--- src/rtl/score_sum_drain.sv ---
// Drains PARALLEL score_sum banks in global node order, emitting (node, score) beats whose
// score meets a latched threshold, optionally zeroing each entry right after it is read.
module score_sum_drain #(
  parameter int unsigned DATA_WIDTH    = 32,
  parameter int unsigned ADDR_WIDTH    = 13,
  parameter int unsigned PARALLEL      = 8,
  parameter int unsigned node_num      = 5,
  parameter int unsigned last_node_num = 5
) (
  input  logic                           clk,
  input  logic                           rst,
  input  logic                           start,
  input  logic [DATA_WIDTH-1:0]          threshold,
  input  logic                           clear_en,
  output logic [ADDR_WIDTH*PARALLEL-1:0] mem_addr_score_sum,
  output logic [PARALLEL-1:0]            mem_rd_en,
  input  logic [DATA_WIDTH*PARALLEL-1:0] mem_data_in_score_sum,
  output logic [PARALLEL-1:0]            mem_score_write_sum_en,
  output logic [DATA_WIDTH*PARALLEL-1:0] mem_data_out_score_out_sum,
  output logic                           out_valid,
  input  logic                           out_ready,
  output logic [DATA_WIDTH-1:0]          out_node,
  output logic [DATA_WIDTH-1:0]          out_score,
  output logic                           busy,
  output logic                           done,
  output logic [DATA_WIDTH-1:0]          count
);

  localparam int unsigned BW = (PARALLEL > 1) ? $clog2(PARALLEL) : 1;

  localparam logic [2:0] StIdle = 3'd0;
  localparam logic [2:0] StRead = 3'd1;
  localparam logic [2:0] StCap  = 3'd2;
  localparam logic [2:0] StEmit = 3'd3;
  localparam logic [2:0] StDone = 3'd4;

  localparam logic [BW-1:0]         LastBank     = BW'(PARALLEL - 1);
  localparam logic [ADDR_WIDTH-1:0] NodeLast     = ADDR_WIDTH'(node_num - 1);
  localparam logic [ADDR_WIDTH-1:0] LastNodeLast = ADDR_WIDTH'(last_node_num - 1);

  logic [2:0]            state_q, state_d;
  logic [BW-1:0]         bank_q, bank_d;
  logic [ADDR_WIDTH-1:0] addr_q, addr_d;
  logic [DATA_WIDTH-1:0] gidx_q, gidx_d;
  logic [DATA_WIDTH-1:0] thr_q, thr_d;
  logic                  clr_q, clr_d;
  logic [DATA_WIDTH-1:0] count_q, count_d;
  logic [DATA_WIDTH-1:0] node_q, node_d;
  logic [DATA_WIDTH-1:0] score_q, score_d;

  logic [PARALLEL-1:0]   bank_sel;
  logic [DATA_WIDTH-1:0] rd_word;
  logic [ADDR_WIDTH-1:0] addr_end;
  logic                  at_bank_end;
  logic                  is_last_entry;
  logic                  adv;

  always_comb begin
    bank_sel = '0;
    rd_word  = '0;
    for (int b = 0; b < PARALLEL; b++) begin
      if (bank_q == BW'(b)) begin
        bank_sel[b] = 1'b1;
        rd_word     = mem_data_in_score_sum[b*DATA_WIDTH +: DATA_WIDTH];
      end
    end
    addr_end      = (bank_q == LastBank) ? LastNodeLast : NodeLast;
    at_bank_end   = (addr_q == addr_end);
    is_last_entry = (bank_q == LastBank) && at_bank_end;
  end

  always_comb begin
    state_d = state_q;
    bank_d  = bank_q;
    addr_d  = addr_q;
    gidx_d  = gidx_q;
    thr_d   = thr_q;
    clr_d   = clr_q;
    count_d = count_q;
    node_d  = node_q;
    score_d = score_q;
    adv     = 1'b0;

    case (state_q)
      StIdle: begin
        if (start) begin
          state_d = StRead;
          thr_d   = threshold;
          clr_d   = clear_en;
          count_d = '0;
          bank_d  = '0;
          addr_d  = '0;
          gidx_d  = '0;
        end
      end
      StRead: state_d = StCap;
      StCap: begin
        score_d = rd_word;
        node_d  = gidx_q;
        if (rd_word >= thr_q) begin
          state_d = StEmit;
        end else begin
          adv = 1'b1;
        end
      end
      StEmit: begin
        if (out_ready) begin
          adv     = 1'b1;
          count_d = (&count_q) ? count_q : count_q + 1'b1;
        end
      end
      StDone:  state_d = StIdle;
      default: state_d = StIdle;
    endcase

    // gidx tracks bank*node_num + addr without a multiplier
    if (adv) begin
      if (is_last_entry) begin
        state_d = StDone;
      end else begin
        state_d = StRead;
        gidx_d  = gidx_q + 1'b1;
        if (at_bank_end) begin
          addr_d = '0;
          bank_d = bank_q + 1'b1;
        end else begin
          addr_d = addr_q + 1'b1;
        end
      end
    end
  end

  always_ff @(posedge clk) begin
    if (rst) begin
      state_q <= StIdle;
      bank_q  <= '0;
      addr_q  <= '0;
      gidx_q  <= '0;
      thr_q   <= '0;
      clr_q   <= 1'b0;
      count_q <= '0;
      node_q  <= '0;
      score_q <= '0;
    end else begin
      state_q <= state_d;
      bank_q  <= bank_d;
      addr_q  <= addr_d;
      gidx_q  <= gidx_d;
      thr_q   <= thr_d;
      clr_q   <= clr_d;
      count_q <= count_d;
      node_q  <= node_d;
      score_q <= score_d;
    end
  end

  // Banks are read-first, so the clear write in CAP lands after the captured read.
  assign mem_addr_score_sum         = {PARALLEL{addr_q}};
  assign mem_rd_en                  = (state_q == StRead) ? bank_sel : '0;
  assign mem_score_write_sum_en     = (state_q == StCap && clr_q) ? bank_sel : '0;
  assign mem_data_out_score_out_sum = '0;
  assign out_valid                  = (state_q == StEmit);
  assign out_node                   = node_q;
  assign out_score                  = score_q;
  assign busy  = (state_q == StRead) || (state_q == StCap) || (state_q == StEmit);
  assign done  = (state_q == StDone);
  assign count = count_q;

endmodule
--- config.mk ---
export PLATFORM = sky130hd
export DESIGN_NAME = score_sum_drain
export DESIGN_NICKNAME = d
export VERILOG_FILES = /design/src/rtl/score_sum_drain.sv
export SDC_FILE = /design/constraint.sdc
export NUM_CORES = 1
export LEC_CHECK = 0
export ABC_AREA = 1
export BUFFER_PORTS_ARGS = -buffer_cell sky130_fd_sc_hd__clkbuf_2
export CAP_MARGIN = 20
export CORE_AREA = 3 3 302 304
export DETAILED_ROUTE_END_ITERATION = 6
export DIE_AREA = 0 0 305 307
export GPL_ROUTABILITY_DRIVEN = 0
export PLACE_DENSITY_LB_ADDON = 0.25
export REMOVE_ABC_BUFFERS = 1
export SLEW_MARGIN = 20
export SYNTH_ARGS = -nofsm -noshare
export SYNTH_HDL_FRONTEND = slang
export SYNTH_SLANG_ARGS = --single-unit
export TNS_END_PERCENT = 20
--- constraint.sdc ---
create_clock -name clk -period 5.2 [get_ports clk]
set_clock_uncertainty 0.05 [all_clocks]
set_input_delay 0.52 -clock clk [delete_from_list [all_inputs] [get_ports clk]]
set_output_delay 0.52 -clock clk [all_outputs]
set_load 0.01 [all_outputs]
==> results.sh, run 1 <==
export IMPL_outcome="completed"
export IMPL_root_buffer="clkbuf_16"
export IMPL_synth_most_common_cell="nand2_1"
export IMPL_synth_edff_count=0
export IMPL_reg2reg_depth=29
export IMPL_ys_seq_area_share_pct=23.19
export IMPL_power_density_nw_per_um2=203.0
export IMPL_vias=16030
export IMPL_overflow=0
export IMPL_ys_flop_type="dfxtp_1"
export IMPL_hpwl_um=58250
export IMPL_dr_pass1_iters=7
export IMPL_arrival_ns=4.84
export IMPL_cts_max_level=4
export IMPL_layout_nets=3228
export IMPL_synth_mux_area_share_pct=0
export IMPL_combPwrFrac_pct=20.7
export IMPL_crit_start="bank_q[0]"
export IMPL_synth_top_family_by_area="simple AND/OR/NAND/NOR gates"
export IMPL_setup_viol=0
export IMPL_critPathMaxStageDelay_ns=0.42
export IMPL_route_detailed_drc=0
export IMPL_start_kind="flop"
export IMPL_synth_top_cell_by_area="dfxtp_1"
export IMPL_fin_cells=4086
export IMPL_synth_fa_ha_area_share_pct=3.382
export IMPL_syn_cell_area_um2=15540
export IMPL_placed_area_um2=17680
export IMPL_synth_commonest_cells="nand2_1, buf_4, nor2_1, inv_1, dfxtp_1"
export IMPL_reg2reg_from="bank_q[0]"
export IMPL_p_sw_mw=1.360
export IMPL_num_rows=109
export IMPL_cp_end_kind="flop"
export IMPL_cp_required_ns=5.54
export IMPL_wl_um=73230
export IMPL_die_y_um=307
export IMPL_fin_crit_ns=4.501
export IMPL_power_frac_seq_pct=40.2
export IMPL_post_route_period_util_pct=86.56
export IMPL_slew_headroom_pct=39.20
export IMPL_grt_max_degree=74
export IMPL_chipWidth_um=305
export IMPL_top_usage_layer="met2"
export IMPL_maxCapViolations=0
export IMPL_post_cts_buffers=0
export IMPL_r2r_setup_slack_ns=0.70
export IMPL_grt_pass1_wl_um=105000
export IMPL_synth_simple_gate_area_share_pct=33.00
export IMPL_synth_seq_cells=180
export IMPL_drtAntennaViolNets=0
export IMPL_grt_usage_pct=15.05
export IMPL_syn_to_final_growth_pct=18.07
export IMPL_grtUsageMet1_pct=17.52
export IMPL_grtUsageMet3_pct=4.883
export IMPL_wire_per_inst_um=17.92
export IMPL_grt_met2_usage_pct=26.10
export IMPL_cts_inserted_buffers=17
export IMPL_fin_area_um2=18340
export IMPL_p_int_mw=2.365
export IMPL_synthArstFlopShare_pct=0
export IMPL_worstSetupEndpoint="state_q[0]"
export IMPL_synth_top_cell_area_share_pct=23.19
export IMPL_cp_max_fo=50
export IMPL_yosysWarnings=0
export IMPL_cts_tree="done"
export IMPL_synth_compound_area_share_pct=12.64
export IMPL_irDropWorstVdd_mv=0.1955
export IMPL_clkPwrFrac_pct=39.1
export IMPL_fmax_ghz=0.2222
export IMPL_cp_slowest_cell="nor2_4"
export IMPL_p_leak_nw=9.173
export IMPL_grt_pass1_vias=15400
export IMPL_worst_pin_slew_ns=0.9119
export IMPL_fp_coreArea_um2=88510
export IMPL_clk_pin_slew_ns=0.09
export IMPL_io_buffers=511
export IMPL_holdBufCountCts=0
export IMPL_ios=768
export IMPL_avgSynthCellArea_um2=6.107
export IMPL_cts_sinks=180
export IMPL_cts_resized=0
export IMPL_drt_iter0_markers=1134
export IMPL_grt_setup_unrepaired="false"
export IMPL_postSynthCellCount=2544
export IMPL_synth_xor_area_share_pct=1.635
export IMPL_clkLatencyLatePin_ns=0.50
export IMPL_timing_critical_path_mode_cell="nand2_1"
export IMPL_routed_via_density=3.924
export IMPL_dp_cells=4039
export IMPL_yosys_top_cells_area="dfxtp_1, buf_4, nand2_1, nor2_1, a21oi_1"
export IMPL_start_util_pct=17.55
export IMPL_swShare_pct=36.52
export IMPL_die_area_um2=93640
export IMPL_worst_setup_path_type="reg -> reg"
export IMPL_hold_viol_final=0
export IMPL_hp_class="in -> reg"
export IMPL_clk_path_buf_depth=2
export IMPL_maxSlewViolCount=0
export IMPL_yosysUniqueCellTypes=41
export IMPL_grt_antenna_before_repair=26
export IMPL_drive_above_1_share_pct=22.71
export IMPL_r2r_end="state_q[0]"
==> per-layer routing <==
layer  wire (um)  share of wire [%]
met1       30290                 41
met2       35540                 49
met3        5527                7.5
met4        1816                2.5
met5          57              0.078
==> cells in the final DEF (no fill, tap or decap), types with 5 or more instances in the layout <==
master / count
ha_1: 41
o211ai_1: 32
xor2_1: 22
buf_4: 24
or2_0: 9
nand4_1: 27
inv_8: 5
nor2_1: 256
or2_2: 55
nand3_1: 165
diode_2: 15
inv_1: 232
a21boi_0: 6
nor3_1: 34
conb_1: 256
xnor2_1: 7
a21oi_1: 174
buf_12: 5
nand2_1: 648
clkbuf_16: 17
dfxtp_1: 180
o21ai_0: 132
a21o_1: 5
inv_2: 10
clkbuf_2: 511
nand2_2: 6
nor2_4: 7
==> cell type report <==
| cell class | count | area (um2) |
|---|---|---|
| sequential | 180 | 3603 |
| tap | 1165 | 1458 |
| clock inverter | 15 | 195.2 |
| multi-input combinational | 1909 | 8865 |
| timing repair buffer | 540 | 2838 |
| inverter | 245 | 922.1 |
| antenna | 15 | 37.54 |
| fill | 10310 | 70170 |
| clock buffer | 17 | 425.4 |
==> metrics by stage <==
| step | setup slack (ns) | power [mW] | setup TNS, ns | utilization, % | hold slack, ns |
|---|---|---|---|---|---|
| floorplan | -0.9602 | 1.918 | -43.71 | - | 0.3876 |
| global placement | 0.5429 | 2.321 | 0 | 19.97 | 0.4049 |
| detailed placement | 0.5773 | 2.316 | 0 | 19.97 | 0.4085 |
| CTS | 0.5540 | 3.854 | 0 | 20.67 | 0.1351 |
| global route | 0.1189 | 3.967 | 0 | 20.69 | 0.1720 |
| finish | 0.6990 | 3.725 | 0 | 20.72 | 0.2035 |
==> power by group through the flow <==
stage	registers, mW	logic [mW]	clock network (mW)
after global placement	1.53	0.791	0
after CTS	1.50	0.791	1.57
final	1.50	0.770	1.46
after global routing	1.51	0.874	1.59
after detailed placement	1.53	0.786	0
after floorplan	1.55	0.373	0
==> worst min-delay path by stage <==
stage                           end  depth (start not counted)  slack [ns]          from
after global routing          clr_q                          3        0.17      clear_en
after CTS                  thr_q[0]                          3        0.14  threshold[0]
after detailed placement   thr_q[3]                          2        0.41      thr_q[3]
final                         clr_q                          3        0.20      clear_en
after floorplan           thr_q[10]                          2        0.39     thr_q[10]
after global placement     thr_q[3]                          2        0.40      thr_q[3]
==> flip-flops by register name, indices dropped and copies added, names as in the netlist <==
signal	flops
addr_q	13
bank_q	3
clr_q	1
count	32
gidx_q	32
out_node	32
out_score	32
state_q	3
thr_q	32
==> critical path, delay by kind of cell, from the launching register on <==
| kind | cells | cell delay [ns] |
|---|---|---|
| simple gates | 20 | 2.21 |
| buf+inv | 5 | 0.95 |
| fa+ha+maj | 2 | 0.46 |
| flops | 1 | 0.35 |
| compound gates | 2 | 0.30 |
==> cell families (layout without fill, tap and decap cells) <==
logic type               count (synthesis)  count (layout)
adder cells (fa/ha/maj)                 42              42
other                                    1             271
flip-flops                             180             180
XOR/XNOR                                29              29
AO/OA/AOI/OAI                          364             364
buffers and inverters                  710             817
AND/OR/NAND/NOR                       1218            1218
Note: power is estimated with default switching activity, not from simulation.
==> inputs of run 2 (changes only) <==
--- a/config.mk
+++ b/config.mk
@@ -9,6 +9,7 @@
 export BUFFER_PORTS_ARGS = -buffer_cell sky130_fd_sc_hd__clkbuf_2
 export CAP_MARGIN = 20
 export CORE_AREA = 3 3 302 304
+export CTS_CLUSTER_DIAMETER = 100
 export DETAILED_ROUTE_END_ITERATION = 6
 export DIE_AREA = 0 0 305 307
 export GPL_ROUTABILITY_DRIVEN = 0
==> constraint.sdc (replaced) <==
create_clock -name clk -period 5.2 [get_ports clk]
set_clock_uncertainty 0.05 [all_clocks]
set_input_delay 0.52 -clock clk [delete_from_list [all_inputs] [get_ports clk]]
set_output_delay 0.52 -clock clk [all_outputs]
set_load 0.005 [all_outputs]
==> run 2 against run 1 <==
Sequential share of layout area about the same. Maximum frequency fell by 0.78%. Sequential cell count stayed put.
==> results.sh, run 2 (synthesis results as in run 1) <==
export IMPL_clkLatencyLatePin_ns=0.51
export IMPL_slew_headroom_pct=34.29
export IMPL_fp_coreArea_um2=88510
export IMPL_ios=768
export IMPL_drive_above_1_share_pct=22.82
export IMPL_cp_max_fo=50
export IMPL_cts_resized=0
export IMPL_layout_nets=3232
export IMPL_irDropWorstVdd_mv=0.2160
export IMPL_holdBufCountCts=0
export IMPL_worst_pin_slew_ns=0.9856
export IMPL_dr_pass1_iters=5
export IMPL_outcome="completed"
export IMPL_overflow=0
export IMPL_hold_viol_final=0
export IMPL_final_cell_mix="nand2_1, clkbuf_2, nor2_1, conb_1, inv_1"
export IMPL_grt_antenna_before_repair=30
export IMPL_start_util_pct=17.55
export IMPL_grt_usage_pct=14.98
export IMPL_cp_required_ns=5.55
export IMPL_fin_cells=4090
export IMPL_wire_per_inst_um=17.89
export IMPL_fin_area_um2=18390
export IMPL_cts_tree="done"
export IMPL_r2r_setup_slack_ns=0.66
export IMPL_fin_crit_ns=4.537
export IMPL_drt_iter0_markers=937
export IMPL_cts_max_level=4
export IMPL_setup_viol=0
export IMPL_power_density_nw_per_um2=204.0
export IMPL_grt_max_degree=66
export IMPL_maxSlewViolCount=0
export IMPL_route_detailed_drc=0
export IMPL_root_buffer="clkbuf_16"
export IMPL_grt_setup_unrepaired="false"
export IMPL_cts_inserted_buffers=17
export IMPL_io_buffers=511
export IMPL_post_route_period_util_pct=87.24
export IMPL_cts_sinks=180
export IMPL_fmax_ghz=0.2204
export IMPL_post_cts_buffers=0
export IMPL_dp_cells=4043
export IMPL_power_mw=3.751
export IMPL_layout_commonest_cell="nand2_1"
export IMPL_start_kind="flop"
export IMPL_syn_to_final_growth_pct=18.35
export IMPL_hp_class="in -> reg"
export IMPL_clk_path_buf_depth=2
export IMPL_maxCapViolations=0
export IMPL_num_rows=109
export IMPL_wl_um=73170
export IMPL_die_y_um=307
export IMPL_grt_pass1_vias=15180
export IMPL_grt_pass1_wl_um=104000
export IMPL_placed_area_um2=17680
export IMPL_clk_pin_slew_ns=0.09
export IMPL_vias=15920
export IMPL_p_leak_nw=9.202
export IMPL_drtAntennaViolNets=0
export IMPL_routed_via_density=3.893
export IMPL_hpwl_um=58530
export IMPL_cp_end_kind="flop"
export IMPL_die_area_um2=93640
export IMPL_worst_setup_path_type="reg -> reg"
export IMPL_arrival_ns=4.89
export IMPL_fin_setup_tns_ns=0
export IMPL_chipWidth_um=305
[run 2: changes by cell type in the layout (fill, tap and decap cells not counted), moves of 2 or more]
cell,before,now
buf_4,24,30
buf_12,5,3
clkinv_8,4,6
inv_12,3,5
inv_8,5,2
[run 2: report_power, final]
group / internal [mW] / switching [mW] / leakage [nW]
combinational: 0.242 / 0.472 / 7.42
clock: 0.724 / 0.818 / 0.318
sequential: 1.46 / 0.0382 / 1.47
total: 2.42 / 1.33 / 9.20
[run 2: critical path: stages, from the launching register on]
cell and delay [ns]:
dfxtp_1 0.61, ha_1 0.56, inv_2 0.33, buf_4 0.33, or2_2 0.30, nand2_1 0.09, inv_1 0.05, ha_1 0.29
a21oi_1 0.16, nor2_1 0.06, nor2_1 0.16, nand2_1 0.12, a21oi_1 0.19, nand4_1 0.33, nand2_1 0.23, buf_12 0.27
nand2_1 0.11, nand2_1 0.08, nor2_1 0.05
[run 2: area by class of cell]
type                    count  area, um2
clock buffers              17      425.4
fillers                 10300      70120
flip-flops and latches    180       3603
well taps                1165       1458
multi-input cells        1909       8857
clock inverters            15      240.2
repair buffers            544       2843
inverters                 245      922.1
diodes                     15      37.54
[run 2: layer usage]
metal	track usage (%)	up-vias	routed length, um
met4	5.081	12	1619
li1	-	8150	-
met1	16.95	7172	29710
met2	26.01	514	35880
met3	5.455	76	5875
met5	0	-	86
[run 2: final timing paths]
check / startpoint / to / depth (start not counted)
hold reg to reg: thr_q[3] / thr_q[3] / 2
hold / removal: clear_en / clr_q / 3
setup / recovery: bank_q[2] / state_q[0] / 18
setup reg to reg: bank_q[2] / state_q[0] / 18
[run 2: through the flow]
step,worst slack (ns),utilization [%],hold slack (ns)
6_report,0.6635,20.77,0.1960
5_1_grt,0.2982,20.74,0.1840
4_1_cts,0.5739,20.73,0.1461
3_5_place_dp,0.6145,19.98,0.4117
3_3_place_gp,0.6345,19.98,0.4068
2_1_floorplan,-0.9602,-,0.3876
